===== src/rtl/fsm_pkg.sv =====
// Shared types for the group-control FSM family: state encoding and child
// sequencing modes.
package fsm_pkg;

    typedef enum logic [1:0] {
        IDLE = 2'd0,
        RUN  = 2'd1,
        DONE = 2'd2
    } fsm_state_t;

    localparam int MODE_SEQ = 0;
    localparam int MODE_PAR = 1;

endpackage


===== src/rtl/fsm_iter_counter.sv =====
// Group repeat counter: latches the requested iteration count at start and
// flags the final iteration so the controller can stop without wrapping.
module fsm_iter_counter #(
    parameter int CW = 8
) (
    input  logic          clk,
    input  logic          reset,
    input  logic          load,
    input  logic [CW-1:0] load_val,
    input  logic          inc,
    output logic          last
);

    logic [CW-1:0] r_limit;
    logic [CW-1:0] r_cnt;

    // NOTE: non-blocking assignments so every register updates from pre-edge values.
    always_ff @(posedge clk) begin
        if (reset) begin
            r_limit <= '0;
            r_cnt   <= '0;
        end else if (load) begin
            r_limit <= load_val;
            r_cnt   <= '0;
        end else if (inc) begin
            r_cnt <= r_cnt + CW'(1);
        end
    end

    // Compared before incrementing, so a limit of 2^CW-1 never needs a wrapped count.
    assign last = (r_cnt == r_limit - CW'(1));

endmodule


===== src/rtl/fsm_group_ctrl.sv =====
// Drives N children over valid/ready, either one at a time (SEQ) or all at
// once with per-child completion tracking (PAR), repeating the group iters times.
module fsm_group_ctrl
    import fsm_pkg::*;
#(
    parameter int N    = 3,
    parameter int MODE = 0,
    parameter int CW   = 8
) (
    input  logic          clk,
    input  logic          reset,
    input  logic          valid,
    input  logic [CW-1:0] iters,
    input  logic [N-1:0]  ready_child,
    output logic [N-1:0]  valid_child,
    output logic          ready
);

    fsm_state_t   r_state;
    fsm_state_t   w_state_nxt;
    logic         w_run;
    logic         w_start;
    logic         w_inc;
    logic         w_clear;
    logic         w_last;
    logic         w_iter_end;
    logic [N-1:0] w_en;

    always_ff @(posedge clk) begin
        if (reset) r_state <= IDLE;
        else       r_state <= w_state_nxt;
    end

    // NOTE: defaults first so every path assigns each output; otherwise a latch is inferred.
    always_comb begin
        w_state_nxt = r_state;
        w_start     = 1'b0;
        w_inc       = 1'b0;
        case (r_state)
            IDLE: begin
                if (valid) begin
                    w_start     = (iters != '0);
                    w_state_nxt = (iters != '0) ? RUN : DONE;
                end
            end
            RUN: begin
                if (w_iter_end) begin
                    if (w_last) w_state_nxt = DONE;
                    else        w_inc       = 1'b1;
                end
            end
            DONE:    w_state_nxt = IDLE;
            default: w_state_nxt = IDLE;
        endcase
    end

    assign w_run       = (r_state == RUN);
    assign w_clear     = w_start | w_inc;
    assign valid_child = w_en;
    assign ready       = (r_state == DONE);

    fsm_iter_counter #(.CW(CW)) u_iter (
        .clk      (clk),
        .reset    (reset),
        .load     (w_start),
        .load_val (iters),
        .inc      (w_inc),
        .last     (w_last)
    );

    generate
        if (MODE == MODE_SEQ) begin : g_seq
            localparam int IW = (N > 1) ? $clog2(N) : 1;
            logic [IW-1:0] r_idx;
            logic          w_hit;
            logic          w_at_last;

            assign w_en       = w_run ? (N'(1) << r_idx) : '0;
            assign w_hit      = |(ready_child & w_en);
            assign w_at_last  = (r_idx == IW'(N - 1));
            assign w_iter_end = w_run & w_hit & w_at_last;

            always_ff @(posedge clk) begin
                if (reset || w_clear) r_idx <= '0;
                else if (w_run && w_hit && !w_at_last) r_idx <= r_idx + IW'(1);
            end
        end else begin : g_par
            logic [N-1:0] r_mask;
            logic [N-1:0] w_hits;

            // Dones from children whose enable is already low are masked out here.
            assign w_en       = w_run ? ~r_mask : '0;
            assign w_hits     = ready_child & w_en;
            assign w_iter_end = w_run & (&(r_mask | w_hits));

            always_ff @(posedge clk) begin
                if (reset || w_clear) r_mask <= '0;
                else if (w_run)       r_mask <= r_mask | w_hits;
            end
        end
    endgenerate

endmodule


===== config.mk =====
export PLATFORM = sky130hd
export DESIGN_NAME = fsm_group_ctrl
export DESIGN_NICKNAME = d
export VERILOG_FILES = /design/src/rtl/fsm_pkg.sv /design/src/rtl/fsm_iter_counter.sv /design/src/rtl/fsm_group_ctrl.sv
export SDC_FILE = /design/constraint.sdc
export NUM_CORES = 1
export LEC_CHECK = 0
export BUFFER_PORTS_ARGS = -buffer_cell sky130_fd_sc_hd__buf_2
export CAP_MARGIN = 5
export CORE_AREA = 8 8 58 60
export CTS_BUF_LIST = sky130_fd_sc_hd__clkbuf_4
export DETAILED_ROUTE_END_ITERATION = 8
export DIE_AREA = 0 0 66 68
export HOLD_SLACK_MARGIN = 0.03
export PLACE_DENSITY_LB_ADDON = 0.2
export SYNTH_ARGS = -nofsm -noshare
export SYNTH_HDL_FRONTEND = slang
export SYNTH_SLANG_ARGS = --single-unit

===== constraint.sdc =====
create_clock -name clk -period 2.62 [get_ports clk]
set_input_delay 0.262 -clock clk [delete_from_list [all_inputs] [get_ports clk]]
set_output_delay 0.262 -clock clk [all_outputs]
set_load 0.03 [all_outputs]

==> results of run 1 <==
path summary, 6_finish.rpt:
path                                  start                             end  depth (start not counted)
min                                iters[1]  u_iter.r_limit[1]$_SDFFE_PP0P_                          3
max reg2reg  u_iter.r_limit[0]$_SDFFE_PP0P_    u_iter.r_cnt[5]$_SDFFE_PP0P_                          6
max          u_iter.r_limit[0]$_SDFFE_PP0P_    u_iter.r_cnt[5]$_SDFFE_PP0P_                          6
min reg2reg         r_state[1]$_SDFFE_PP0P_         r_state[1]$_SDFFE_PP0P_                          1
state kept, by name (all words and copies together) (netlist names):
name and flops:
g_seq.r_idx 2, r_state 2, u_iter.r_cnt 8, u_iter.r_limit 8
repair_timing:
| action | 4_1_cts | 5_1_grt |
|---|---|---|
| gates cloned | 1 | 0 |
| gates resized for setup | 2 | 6 |
| pin swaps | 1 | 3 |
| setup endpoints to repair | 3 | 12 |
final cells by class:
cell class	instances	area, um^2
Timing Repair Buffer	20	108
Clock inverter	1	30.0
Inverter	8	30.0
Clock buffer	3	22.5
Fill cell	248	1140
Sequential cell	20	402
Tap cell	31	38.8
Multi-Input combinational cell	112	800
cell usage after synthesis, drive strengths merged:
library cell | instances | area [um^2]
o21a | 1 | 7.51
clkbuf | 4 | 25.0
nor2 | 17 | 63.8
and2 | 3 | 18.8
nand2 | 7 | 26.3
a22oi | 1 | 7.51
nand3b | 1 | 7.51
a2111oi | 1 | 8.76
nand3 | 2 | 10.0
ha | 5 | 62.6
or2 | 1 | 6.26
o21ai | 6 | 30.0
a22o | 1 | 8.76
o32a | 1 | 10.0
or3 | 4 | 28.8
buf | 2 | 18.8
a21oi | 10 | 50.1
nor2b | 2 | 12.5
a211oi | 2 | 15.0
o31ai | 4 | 30.0
inv | 8 | 30.0
o211a | 1 | 17.5
or3b | 1 | 8.76
o2111a | 1 | 11.3
nor3 | 5 | 25.0
nand4 | 1 | 6.26
or4 | 6 | 50.1
a311o | 1 | 10.0
a211o | 1 | 8.76
nor4 | 3 | 18.8
or2b | 1 | 7.51
xor2 | 2 | 17.5
dfxtp | 20 | 400
mux2i | 7 | 70.1
o211ai | 4 | 30.0
xnor2 | 8 | 70.1
cell families (layout without fill, tap and decap cells):
| group | after synthesis | count (layout) | synth area share |
|---|---|---|---|
| buf+inv | 14 | 32 | 0.0600 |
| flops | 20 | 20 | 0.326 |
| compound gates | 35 | 36 | 0.199 |
| fa+ha+maj | 5 | 5 | 0.0509 |
| xor+xnor | 10 | 10 | 0.0712 |
| mux | 7 | 7 | 0.0570 |
| simple gates | 54 | 54 | 0.236 |
worst max-delay path: stages (launching register included):
cell      delay, ps
dfxtp_2         370
or4_4           570
o2111a_1        250
a311o_1         380
o211a_4         280
or4_1           500
a21oi_1         150
report_power, final:
group / leakage [uW] / switching (uW) / total, uW / internal [uW]
sequential: 0.000163 / 12.3 / 327 / 314
combinational: 0.000366 / 66.6 / 123 / 56.2
clock: 0.0000279 / 104 / 258 / 155
total: 0.000557 / 183 / 708 / 525
stage by stage:
step,power (uW),cells,cell area [um^2],setup TNS (ps)
floorplan,414,145,1230,0
global placement,440,190,1340,0
detailed placement,445,190,1340,0
CTS,711,195,1410,0
global route,740,195,1430,-9.64
finish,708,195,1430,0
per-layer routing:
layer | GRT usage | vias up
met5 | 0 | -
met4 | 0.0640 | 0
met3 | 0.0229 | 6
met2 | 0.258 | 23
met1 | 0.169 | 540
li1 | - | 569
==> Flow_metrics.wiki, run 1 <==
{| class="wikitable"
! Metric !! Value
|-
| Via count normalized by instance count || 5.84
|-
| Worst-Skew Late Latency || 310 ps
|-
| Number of global-route vias before repair || 1,160
|-
| Number of optimization iterations in the first detailed-route pass || 4
|-
| Wire length reported by the detailed router || 2.93 mm
|-
| Register-to-register path setup slack || 60 ps
|-
| Maximum vdd drop || 0.411 mV
|-
| # Post-CTS Setup Buffers || 0
|-
| Setup Slack @ Placement || 31.6 ps
|-
| Average instance area after synthesis || 8.48 um^2
|-
| Row Count || 19
|-
| Clock slew at reported path FFs || 130 ps
|-
| Hold_buf cts || 0
|-
| Core Area || 0.00257 mm^2
|-
| Total half-perimeter wirelength after legalization and detailed placement || 2.18 mm
|-
| Final setup margin || 59.6 ps
|-
| Final-stage net count || 184
|-
| DIE AREA || 0.00449 mm^2
|-
| Standby leakage power || 0.000557 uW
|-
| Number of antenna violations at the first check in global routing || 0
|-
| Maximum fanout count along the critical path || 8
|-
| Worst slew margin relative to its limit || 0.580
|-
| Input/output buffers || 17
|-
| Number of buffers added by the clock tree synthesis step || 3
|-
| Kind of launch point of the worst setup path || flip-flop
|-
| Final worst-path cycle share || 0.977
|-
| Clk sinks || 20
|-
| Library cell used as clock root buffer || clkbuf_4
|-
| Worst Max-Slew Pin Slew || 624 ps
|-
| Final Slew Violations || 0
|-
| Summed instance area of the synthesized netlist || 0.00123 mm^2
|-
| Crit. End Element || flip-flop
|-
| First-pass GRT wire length || 5.18 mm
|-
| Commonest non-fill, non-tap cells in the layout || dfxtp_1 (19), nor2_1 (17), buf_2 (17), a21oi_1 (10)
|-
| Outcome || complete, no violations
|-
| Warning count from the yosys run || 0
|-
| Data arrival, critical path || 2800 ps
|-
| CTS H-tree lvls || 1
|-
| HP Class || input port to flip-flop
|-
| Max Cap Violations || 0
|-
| Detailed-routed wire length on met2 || 1.47 mm
|-
| Required time at the worst-slack endpoint || 2860 ps
|-
| GRT Overall Usage || 0.145
|-
| Final critical delay including setup and external delays || 2560 ps
|-
| Hold violation count in the final report || 0
|-
| Sequential cell area fraction in the yosys report || 0.326
|-
| Synth Net Count || 164
|-
| Effective utilization at floorplan || 0.479
|-
| Ratio of cells with drive above 1 in the final layout || 0.238
|-
| Power density over cell area || 495 mW/mm^2
|-
| Height of the die || 68 um
|-
| Critical path start-end classification || flip-flop to flip-flop
|-
| Met1 WL || 1.33 mm
|-
| Detail Route Antenna Nets || 0
|-
| Final core utilization || 0.557
|-
| Total inserted antenna cells || 0
|-
| Post-route clock skew || 11.1 ps
|-
| Largest net degree at the start of global routing || 13
|-
| Post-route DRC || 0
|-
| Io pins || 18
|-
| Layout-stage area growth over the synthesis result || 16.3%
|-
| Met3 Routed Length || 74 um
|-
| Detailed Route Iter0 Violations || 52
|-
| Clock tree from TritonCTS || yes
|-
| Number of instances in the synthesized netlist || 145
|-
| Worst hold slack || 185 ps
|-
| Upper clock frequency limit || 391 MHz
|-
| Clock buffer depth || 2
|-
| Global route overflow || 0
|-
| Via count || 1,138
|-
| Last weighted congestion value of the routability-driven placer || 0.738
|-
| Average wire per standard cell || 15.0 um
|-
| Number of register bits inferred by synthesis || 20
|-
| Most frequent standard cell in the layout excluding fill and tap cells || dfxtp_1
|-
| Horiz. Die Dim || 66 um
|-
| Number of endpoints failing setup at the final stage || 0
|-
| Highest metal layer with signal wires || met4
|-
| Number of distinct library cell variants in the gate-level netlist after synthesis || 41
|}
Power figures use the tool's default switching activity.
==> run 2, diff against run 1 <==
Settings changed: SYNTH_HIERARCHICAL set to 1.
==> run 2 against run 1 <==
  * Fmax grew 7.2%
  * Wire length decreased by 16%
  * Clock power is 47% lower
  * Cell area fell by 5.2%
  * Sequential share of layout area increased by 1.5 points
  * Final cell count is 6.7% lower
  * Synthesized cell count shrank 7.6%
  * Synthesized area decreased by 1.2%
  * Sequential power is 1% higher
  * Clock skew fell by 9.9 ps
  * Utilization is 2.9 points lower
  * Largest cell class unchanged
  * Largest power group unchanged
  * Highest routed layer unchanged
==> Flow_metrics.wiki, run 2 <==
{| class="wikitable"
! Metric !! Value
|-
| Outcome || complete, no violations
|-
| Maximum vdd drop || 0.358 mV (-13%)
|-
| Warning count from the yosys run || 6 (+6)
|-
| Last weighted congestion value of the routability-driven placer || 0.806 (+9.2%)
|-
| Share of flip-flops with an asynchronous set or reset || 0 (unchanged)
|-
| Number of instances in the synthesized netlist || 134 (-7.6%)
|-
| Height of the die || 68 um (unchanged)
|-
| Number of global-route vias before repair || 969 (-16%)
|-
| Final worst-path cycle share || 0.912 (-0.0653)
|-
| Number of flops mapped to enable cells by yosys || 0 (unchanged)
|-
| Number of buffers added by the clock tree synthesis step || 3 (unchanged)
|-
| Worst-Skew Late Latency || 280 ps (-30 ps)
|-
| Synth area leader || dfxtp_1
|-
| Post-route DRC || 0 (unchanged)
|-
| Number of distinct library cell variants in the gate-level netlist after synthesis || 38 (-7.3%)
|-
| Post-synth top area share || 0.330 (+0.00402)
|-
| Clock slew at reported path FFs || 100 ps (-30 ps)
|-
| Required time at the worst-slack endpoint || 2850 ps (about the same)
|-
| Hold_buf cts || 0 (unchanged)
|-
| Total inserted antenna cells || 0 (unchanged)
|-
| Layout-stage area growth over the synthesis result || 11.6%
|-
| Total half-perimeter wirelength after legalization and detailed placement || 1.96 mm (-9.8%)
|-
| Final critical delay including setup and external delays || 2390 ps (-171 ps)
|-
| Number of register bits inferred by synthesis || 20 (unchanged)
|-
| Wire length reported by the detailed router || 2.45 mm (-16%)
|-
| DIE AREA || 0.00449 mm^2 (unchanged)
|-
| GRT Overall Usage || 0.115 (-0.0299)
|-
| Most area-consuming cells after synthesis || dfxtp_1 (33%), xnor2_1 (7.9%), mux2i_1 (7.4%), nor2_1 (6.8%), ha_1 (5.1%)
|-
| Io pins || 18 (unchanged)
|-
| Input/output buffers || 17 (unchanged)
|-
| Most frequent standard cell in the layout excluding fill and tap cells || nor2_1
|-
| Power density over cell area || 443 mW/mm^2 (-11%)
|-
| Upper clock frequency limit || 419 MHz (+7.2%)
|-
| Row Count || 19 (unchanged)
|-
| Number of filler cells placed in the layout || 253 (+2.0%)
|-
| Average wire per standard cell || 13.4 um (-10%)
|-
| Worst slew margin relative to its limit || 0.694 (+0.114)
|-
| Effective utilization at floorplan || 0.473 (-0.00585)
|-
| Library cell used as clock root buffer || clkbuf_4
|-
| Clock buffer depth || 2 (unchanged)
|-
| Worst Max-Slew Pin Slew || 460 ps (-165 ps)
|-
| Maximum fanout count along the critical path || 8 (unchanged)
|-
| Final core utilization || 0.528 (-0.0288)
|-
| Via count || 997 (-12%)
|-
| Synth Net Count || 153 (-6.7%)
|-
| Number of optimization iterations in the first detailed-route pass || 4 (unchanged)
|-
| Largest registers || u_iter/r_cnt (8), u_iter/r_limit (8)
|-
| Final-layout setup total negative slack || 0 ps (unchanged)
|-
| Horiz. Die Dim || 66 um (unchanged)
|-
| Unrepaired setup endpoints after global routing || false
|-
| Kind of launch point of the worst setup path || flip-flop
|-
| Critical path start-end classification || flip-flop to flip-flop
|-
| Summed instance area of the synthesized netlist || 0.00121 mm^2 (-1.2%)
|-
| Crit. End Element || flip-flop
|-
| Summed area of non-filler cells in the final layout || 0.00136 mm^2 (-5.2%)
|-
| Post-route clock skew || 1.23 ps (-9.89 ps)
|-
| Sequential cell area fraction in the yosys report || 0.330 (+0.00402)
|-
| CTS H-tree lvls || 1 (unchanged)
|-
| Average instance area after synthesis || 9.07 um^2 (+6.9%)
|-
| Core Area || 0.00257 mm^2 (unchanged)
|-
| Number of endpoints failing setup at the final stage || 0 (unchanged)
|-
| Commonest register cell after synthesis || dfxtp_1
|-
| Register-to-register path setup slack || 230 ps (+170 ps)
|-
| Post-layout power || 600 uW (-15%)
|-
| Cell with the most instances after synthesis || nor2_1
|-
| First-pass GRT wire length || 4.14 mm (-20%)
|-
| Placed cell areas || 0.00133 mm^2 (-0.47%)
|-
| Detail Route Antenna Nets || 0 (unchanged)
|-
| Data arrival, critical path || 2620 ps (-180 ps)
|-
| Worst hold slack || 226 ps (+41.2 ps)
|-
| # Post-CTS Setup Buffers || 0 (unchanged)
|-
| Max Cap Violations || 0 (unchanged)
|-
| Ratio of cells with drive above 1 in the final layout || 0.238 (+0.000606)
|-
| Commonest non-fill, non-tap cells in the layout || nor2_1 (22), dfxtp_1 (19), buf_2 (17), xnor2_1 (11)
|-
| Final-stage net count || 172 (-6.5%)
|-
| Hold violation count in the final report || 0 (unchanged)
|-
| Final Slew Violations || 0 (unchanged)
|-
| Global route overflow || 0 (unchanged)
|-
| Number of antenna violations at the first check in global routing || 0 (unchanged)
|-
| Clk sinks || 20 (unchanged)
|-
| Clock tree from TritonCTS || yes
|-
| HP Class || input port to flip-flop
|-
| Largest net degree at the start of global routing || 14 (+1)
|-
| Detailed Route Iter0 Violations || 30 (-42%)
|-
| Top cells by count, synth || nor2_1 (22), dfxtp_1 (20), xnor2_1 (11)
|-
| Standby leakage power || 0.000530 uW (-4.9%)
|-
| Via count normalized by instance count || 5.48 (-6.1%)
|}
[run 2: changes by cell type after synthesis, moves of 4 or more]
| cell | change |
|---|---|
| a21oi_1 | -7 |
| nand2_1 | -4 |
| nor2_1 | +5 |
| o211ai_1 | -4 |
| o21ai_0 | -4 |
[run 2: per-stage QoR]
| stage | cells | setup slack (ps) |
|---|---|---|
| final | 182 | 231 |
| after global routing | 182 | 47.4 |
| after CTS | 182 | 189 |
| after detailed placement | 179 | 229 |
| after global placement | 179 | 364 |
| after floorplan | 134 | 23.1 |
[run 2: final cells by class]
type | count | area (um^2) | share of cell area
Sequential cell | 20 | 402 | 0.296
Tap cell | 31 | 38.8 | 0.0286
Timing Repair Buffer | 19 | 100 | 0.0738
Multi-Input combinational cell | 100 | 759 | 0.560
Inverter | 9 | 33.8 | 0.0249
Clock buffer | 3 | 22.5 | 0.0166
[run 2: final timing paths]
kind,from,to,depth (start not counted)
max,u_iter/r_limit[2]$_SDFFE_PP0P_,u_iter/r_cnt[7]$_SDFFE_PP0P_,8
min,iters[7],u_iter/r_limit[7]$_SDFFE_PP0P_,3
max reg2reg,u_iter/r_limit[2]$_SDFFE_PP0P_,u_iter/r_cnt[7]$_SDFFE_PP0P_,8
min reg2reg,u_iter/r_cnt[7]$_SDFFE_PP0P_,u_iter/r_cnt[7]$_SDFFE_PP0P_,2
[run 2: repair_timing]
action | 4_1_cts | 5_1_grt
gates resized for setup | 0 | 1
hold endpoints to repair | 0 | 0
setup endpoints to repair | 0 | 1
[run 2: layer usage]
metal / track usage / share of wire / vias to the layer above / routed length [um]
met1: 0.128 / 0.44 / 466 / 1080
met2: 0.212 / 0.49 / 22 / 1200
met5: 0 / 0 / - / 0
met4: 0.0453 / 0.0057 / 0 / 14
met3: 0.0229 / 0.061 / 2 / 149
li1: - / - / 507 / -
[run 2: worst max-delay path, stage by stage (launching register included)]
cell and delay [ps]:
dfxtp_1 400, or4_4 560, nor4_4 160, xnor2_1 160
nor4_2 80, nor3_2 220, nand4_1 210, or3_1 390
a21oi_1 130
[run 2: report_power, final]
part	switching (uW)	total (uW)	internal (uW)
combinational	67.5	134	66.2
sequential	15.4	331	316
clock	82.1	136	53.4
total	165	600	435
[run 2: cells by family after synthesis]
logic type / Yosys count / share of synthesized area
mux: 9 / 0.0742
buf+inv: 14 / 0.0494
compound gates: 17 / 0.124
simple gates: 53 / 0.256
flops: 20 / 0.330
xor+xnor: 16 / 0.115
fa+ha+maj: 5 / 0.0515
==> run 3, diff against run 2 <==
Settings changed: ABC_AREA set to 1.
==> run 3 against run 2 <==
  * Wire length up 11%
  * Combinational power grew 7%
  * Critical path depth rose by 11
  * Highest routed layer unchanged
  * Largest cell class unchanged
  * Register-to-register slack better by 80 ps
  * Final cell count increased by 34%
  * Critical endpoint unchanged
  * Clock power increased by 4%
==> Flow_metrics.wiki, run 3 <==
{| class="wikitable"
! Metric !! Value
|-
| Final setup margin || 309 ps (+78.5 ps)
|-
| Outcome || complete, no violations
|-
| Final Slew Violations || 0 (unchanged)
|-
| Worst slew margin relative to its limit || 0.729 (+0.0358)
|-
| Maximum vdd drop || 0.280 mV (-22%)
|-
| Post-route clock skew || 2.24 ps (+1.01 ps)
|-
| Effective utilization at floorplan || 0.488 (+0.0146)
|-
| Worst-Skew Late Latency || 290 ps (about the same)
|-
| Post-route DRC || 0 (unchanged)
|-
| Average wire per standard cell || 11.1 um (-17%)
|-
| Required time at the worst-slack endpoint || 2860 ps (about the same)
|-
| Number of filler cells placed in the layout || 264 (+4.3%)
|-
| Number of global-route vias before repair || 1,115 (+15%)
|-
| Final-stage net count || 234 (+36%)
|-
| Clock buffer depth || 2 (unchanged)
|-
| Number of flops mapped to enable cells by yosys || 0 (unchanged)
|-
| Maximum fanout count along the critical path || 7 (-1)
|-
| Via count normalized by instance count || 5.01 (-8.6%)
|-
| Average instance area after synthesis || 6.46 um^2 (-29%)
|-
| Via count || 1,222 (+23%)
|-
| Io pins || 18 (unchanged)
|-
| HP Class || input port to flip-flop
|-
| Sequential cell area fraction in the yosys report || 0.320 (-0.00988)
|-
| Core Area || 0.00257 mm^2 (unchanged)
|-
| Cells on Worst Hold Path || 2 (-1)
|-
| Synth Net Count || 213 (+39%)
|-
| Largest registers || u_iter/r_cnt (8), u_iter/r_limit (8)
|-
| Number of optimization iterations in the first detailed-route pass || 4 (unchanged)
|-
| Warning count from the yosys run || 6 (unchanged)
|-
| Layout-stage area growth over the synthesis result || 11.4%
|-
| Final critical delay including setup and external delays || 2310 ps (-78.5 ps)
|-
| Clk sinks || 20 (unchanged)
|-
| DIE AREA || 0.00449 mm^2 (unchanged)
|-
| Final worst-path cycle share || 0.882 (-0.0300)
|-
| Destination of the worst register-to-register timing path || u_iter/r_cnt[7]$_SDFFE_PP0P_
|-
| Detailed-routed wire length on met2 || 1.39 mm (+16%)
|-
| Share of flip-flops with an asynchronous set or reset || 0 (unchanged)
|-
| Post-synth top area share || 0.320 (-0.00988)
|-
| Number of antenna violations at the first check in global routing || 0 (unchanged)
|-
| Sequential cell area in the final layout || 400 um^2 (-0.31%)
|-
| Final core utilization || 0.543 (+0.0151)
|-
| Highest metal layer with signal wires || met4
|-
| # Post-CTS Setup Buffers || 0 (unchanged)
|-
| Horiz. Die Dim || 66 um (unchanged)
|-
| Global route overflow || 0 (unchanged)
|-
| Hold violation count in the final report || 0 (unchanged)
|-
| Wire length reported by the detailed router || 2.72 mm (+11%)
|-
| Kind of launch point of the worst setup path || flip-flop
|-
| Cell with the most instances after synthesis || nand2_1
|-
| Synth area leader || dfxtp_1
|-
| Power density over cell area || 444 mW/mm^2 (+0.23%)
|-
| GRT Overall Usage || 0.130 (+0.0152)
|-
| Number of endpoints failing setup at the final stage || 0 (unchanged)
|-
| Row Count || 19 (unchanged)
|-
| Clock slew at reported path FFs || 100 ps (about the same)
|-
| Source of the worst hold timing path || reset
|-
| End point of the most critical hold path || r_state[0]$_SDFFE_PP0P_
|-
| Multi-input combinational cell area || 717 um^2 (-5.6%)
|-
| CTS H-tree lvls || 1 (unchanged)
|-
| Unrepaired setup endpoints after global routing || false
|-
| Number of instances in the synthesized netlist || 194 (+45%)
|-
| Crit. End Element || flip-flop
|-
| Critical path start-end classification || flip-flop to flip-flop
|-
| Number of register bits inferred by synthesis || 20 (unchanged)
|-
| Number of distinct library cell variants in the gate-level netlist after synthesis || 25 (-34%)
|-
| Total half-perimeter wirelength after legalization and detailed placement || 2.27 mm (+16%)
|-
| Total inserted antenna cells || 0 (unchanged)
|-
| Max Cap Violations || 0 (unchanged)
|-
| Met1 WL || 1.23 mm (+14%)
|-
| Most frequent standard cell in the layout excluding fill and tap cells || nand2_1
|-
| Upper clock frequency limit || 433 MHz (+3.4%)
|-
| Worst Max-Slew Pin Slew || 405 ps (-55.1 ps)
|-
| Library cell used as clock root buffer || clkbuf_4
|-
| Detail Route Antenna Nets || 0 (unchanged)
|-
| Commonest register cell after synthesis || dfxtp_1
|-
| Standby leakage power || 0.000671 uW (+27%)
|-
| Top cells by count, synth || nand2_1 (38), nor2_1 (33), inv_1 (31)
|-
| Summed instance area of the synthesized netlist || 0.00125 mm^2 (+3.1%)
|-
| Input/output buffers || 17 (unchanged)
|-
| Last weighted congestion value of the routability-driven placer || 0.905 (+12%)
|-
| R2r startpoint || u_iter/r_limit[0]$_SDFFE_PP0P_
|-
| Ratio of cells with drive above 1 in the final layout || 0.164 (-0.0741)
|-
| Height of the die || 68 um (unchanged)
|-
| Most area-consuming cells after synthesis || dfxtp_1 (32%), nand2_1 (11%), nor2_1 (9.9%), inv_1 (9.3%), a21oi_1 (5.6%)
|-
| Number of buffers added by the clock tree synthesis step || 3 (unchanged)
|-
| R2R cell count || 19 (+11)
|-
| Setup Slack @ Placement || 293 ps (+63.7 ps)
|-
| Final-layout setup total negative slack || 0 ps (unchanged)
|-
| First-pass GRT wire length || 4.60 mm (+11%)
|-
| Post-layout power || 619 uW (+3.1%)
|-
| Largest net degree at the start of global routing || 16 (+2)
|-
| Commonest non-fill, non-tap cells in the layout || nand2_1 (38), nor2_1 (33), inv_1 (30), dfxtp_1 (20), buf_2 (17)
|-
| Detailed Route Iter0 Violations || 61 (+100%)
|-
| Data arrival, critical path || 2550 ps (-70 ps)
|-
| Met3 Routed Length || 60 um (-60%)
|-
| Register-to-register path setup slack || 310 ps (+80 ps)
|-
| Clock tree from TritonCTS || yes
|}
## run 3: cells by family (layout without fill, tap and decap cells)
| family | after synthesis | count (layout) | synth area share |
|---|---|---|---|
| and+or+nand+nor | 103 | 103 | 0.390 |
| buffers and inverters | 36 | 55 | 0.108 |
| xor gates and xnor gates | 3 | 3 | 0.0210 |
| adders and majority gates | 5 | 5 | 0.0500 |
| DFF | 20 | 20 | 0.320 |
| AOI/OAI and AO/OA | 27 | 27 | 0.112 |
## run 3: stage by stage
| stage | hold slack [ps] | std cells | cell area, um^2 |
|---|---|---|---|
| 3_5_place_dp | 481 | 241 | 1370 |
| 5_1_grt | 157 | 244 | 1400 |
| 4_1_cts | 156 | 244 | 1400 |
| 3_3_place_gp | 476 | 241 | 1370 |
| 6_report | 165 | 244 | 1400 |
| 2_1_floorplan | 331 | 194 | 1250 |
## run 3: critical path: stages (launching register included)
cell      delay (ps)
dfxtp_1          350
inv_1             90
ha_1             320
xor2_1           140
nand2_1           60
nor2_1            40
nand2_1           60
nor2_1            40
nand2_1           70
nor2_1            60
nand3b_2         230
inv_2            120
nand2_2           70
nor2_4           110
nand2_2           70
nor3_2           140
nand2_1          100
nand2_1           60
nand2_1           40
nor2_1            90
## run 3: how the worst max path moves through the flow
stage,endpoint,from,depth (start not counted),slack (ps)
floorplan,u_iter/r_cnt[7]$_SDFFE_PP0P_,u_iter/r_limit[0]$_SDFFE_PP0P_,18,500
global placement,u_iter/r_cnt[7]$_SDFFE_PP0P_,u_iter/r_limit[0]$_SDFFE_PP0P_,19,390
detailed placement,u_iter/r_cnt[7]$_SDFFE_PP0P_,u_iter/r_limit[0]$_SDFFE_PP0P_,19,290
CTS,u_iter/r_cnt[7]$_SDFFE_PP0P_,u_iter/r_limit[0]$_SDFFE_PP0P_,19,250
global route,u_iter/r_cnt[7]$_SDFFE_PP0P_,u_iter/r_limit[0]$_SDFFE_PP0P_,20,60
finish,u_iter/r_cnt[7]$_SDFFE_PP0P_,u_iter/r_limit[0]$_SDFFE_PP0P_,19,310
## run 3: layout make-up
cell class                      instances  share of cell area
Inverter                               35              0.0942
Multi-Input combinational cell        138               0.514
Tap cell                               31              0.0278
Timing Repair Buffer                   17              0.0610
Clock buffer                            3              0.0161
Sequential cell                        20               0.287
## run 3: report_power, final
part | switching (uW) | total [uW] | internal (uW)
combinational | 92.3 | 144 | 52.1
sequential | 14.7 | 332 | 318
clock | 88.4 | 142 | 53.5
## run 3: layer usage
layer  track usage  vias up
met2         0.239       17
met1         0.143      540
met4        0.0640        0
met3        0.0229        4
li1              -      661
met5             0        -
## run 3: repair_timing
item                                    in CTS  in global routing
hold buffers                                 0                  0
resized for setup                            0                  1
endpoints found under the setup margin       0                  1
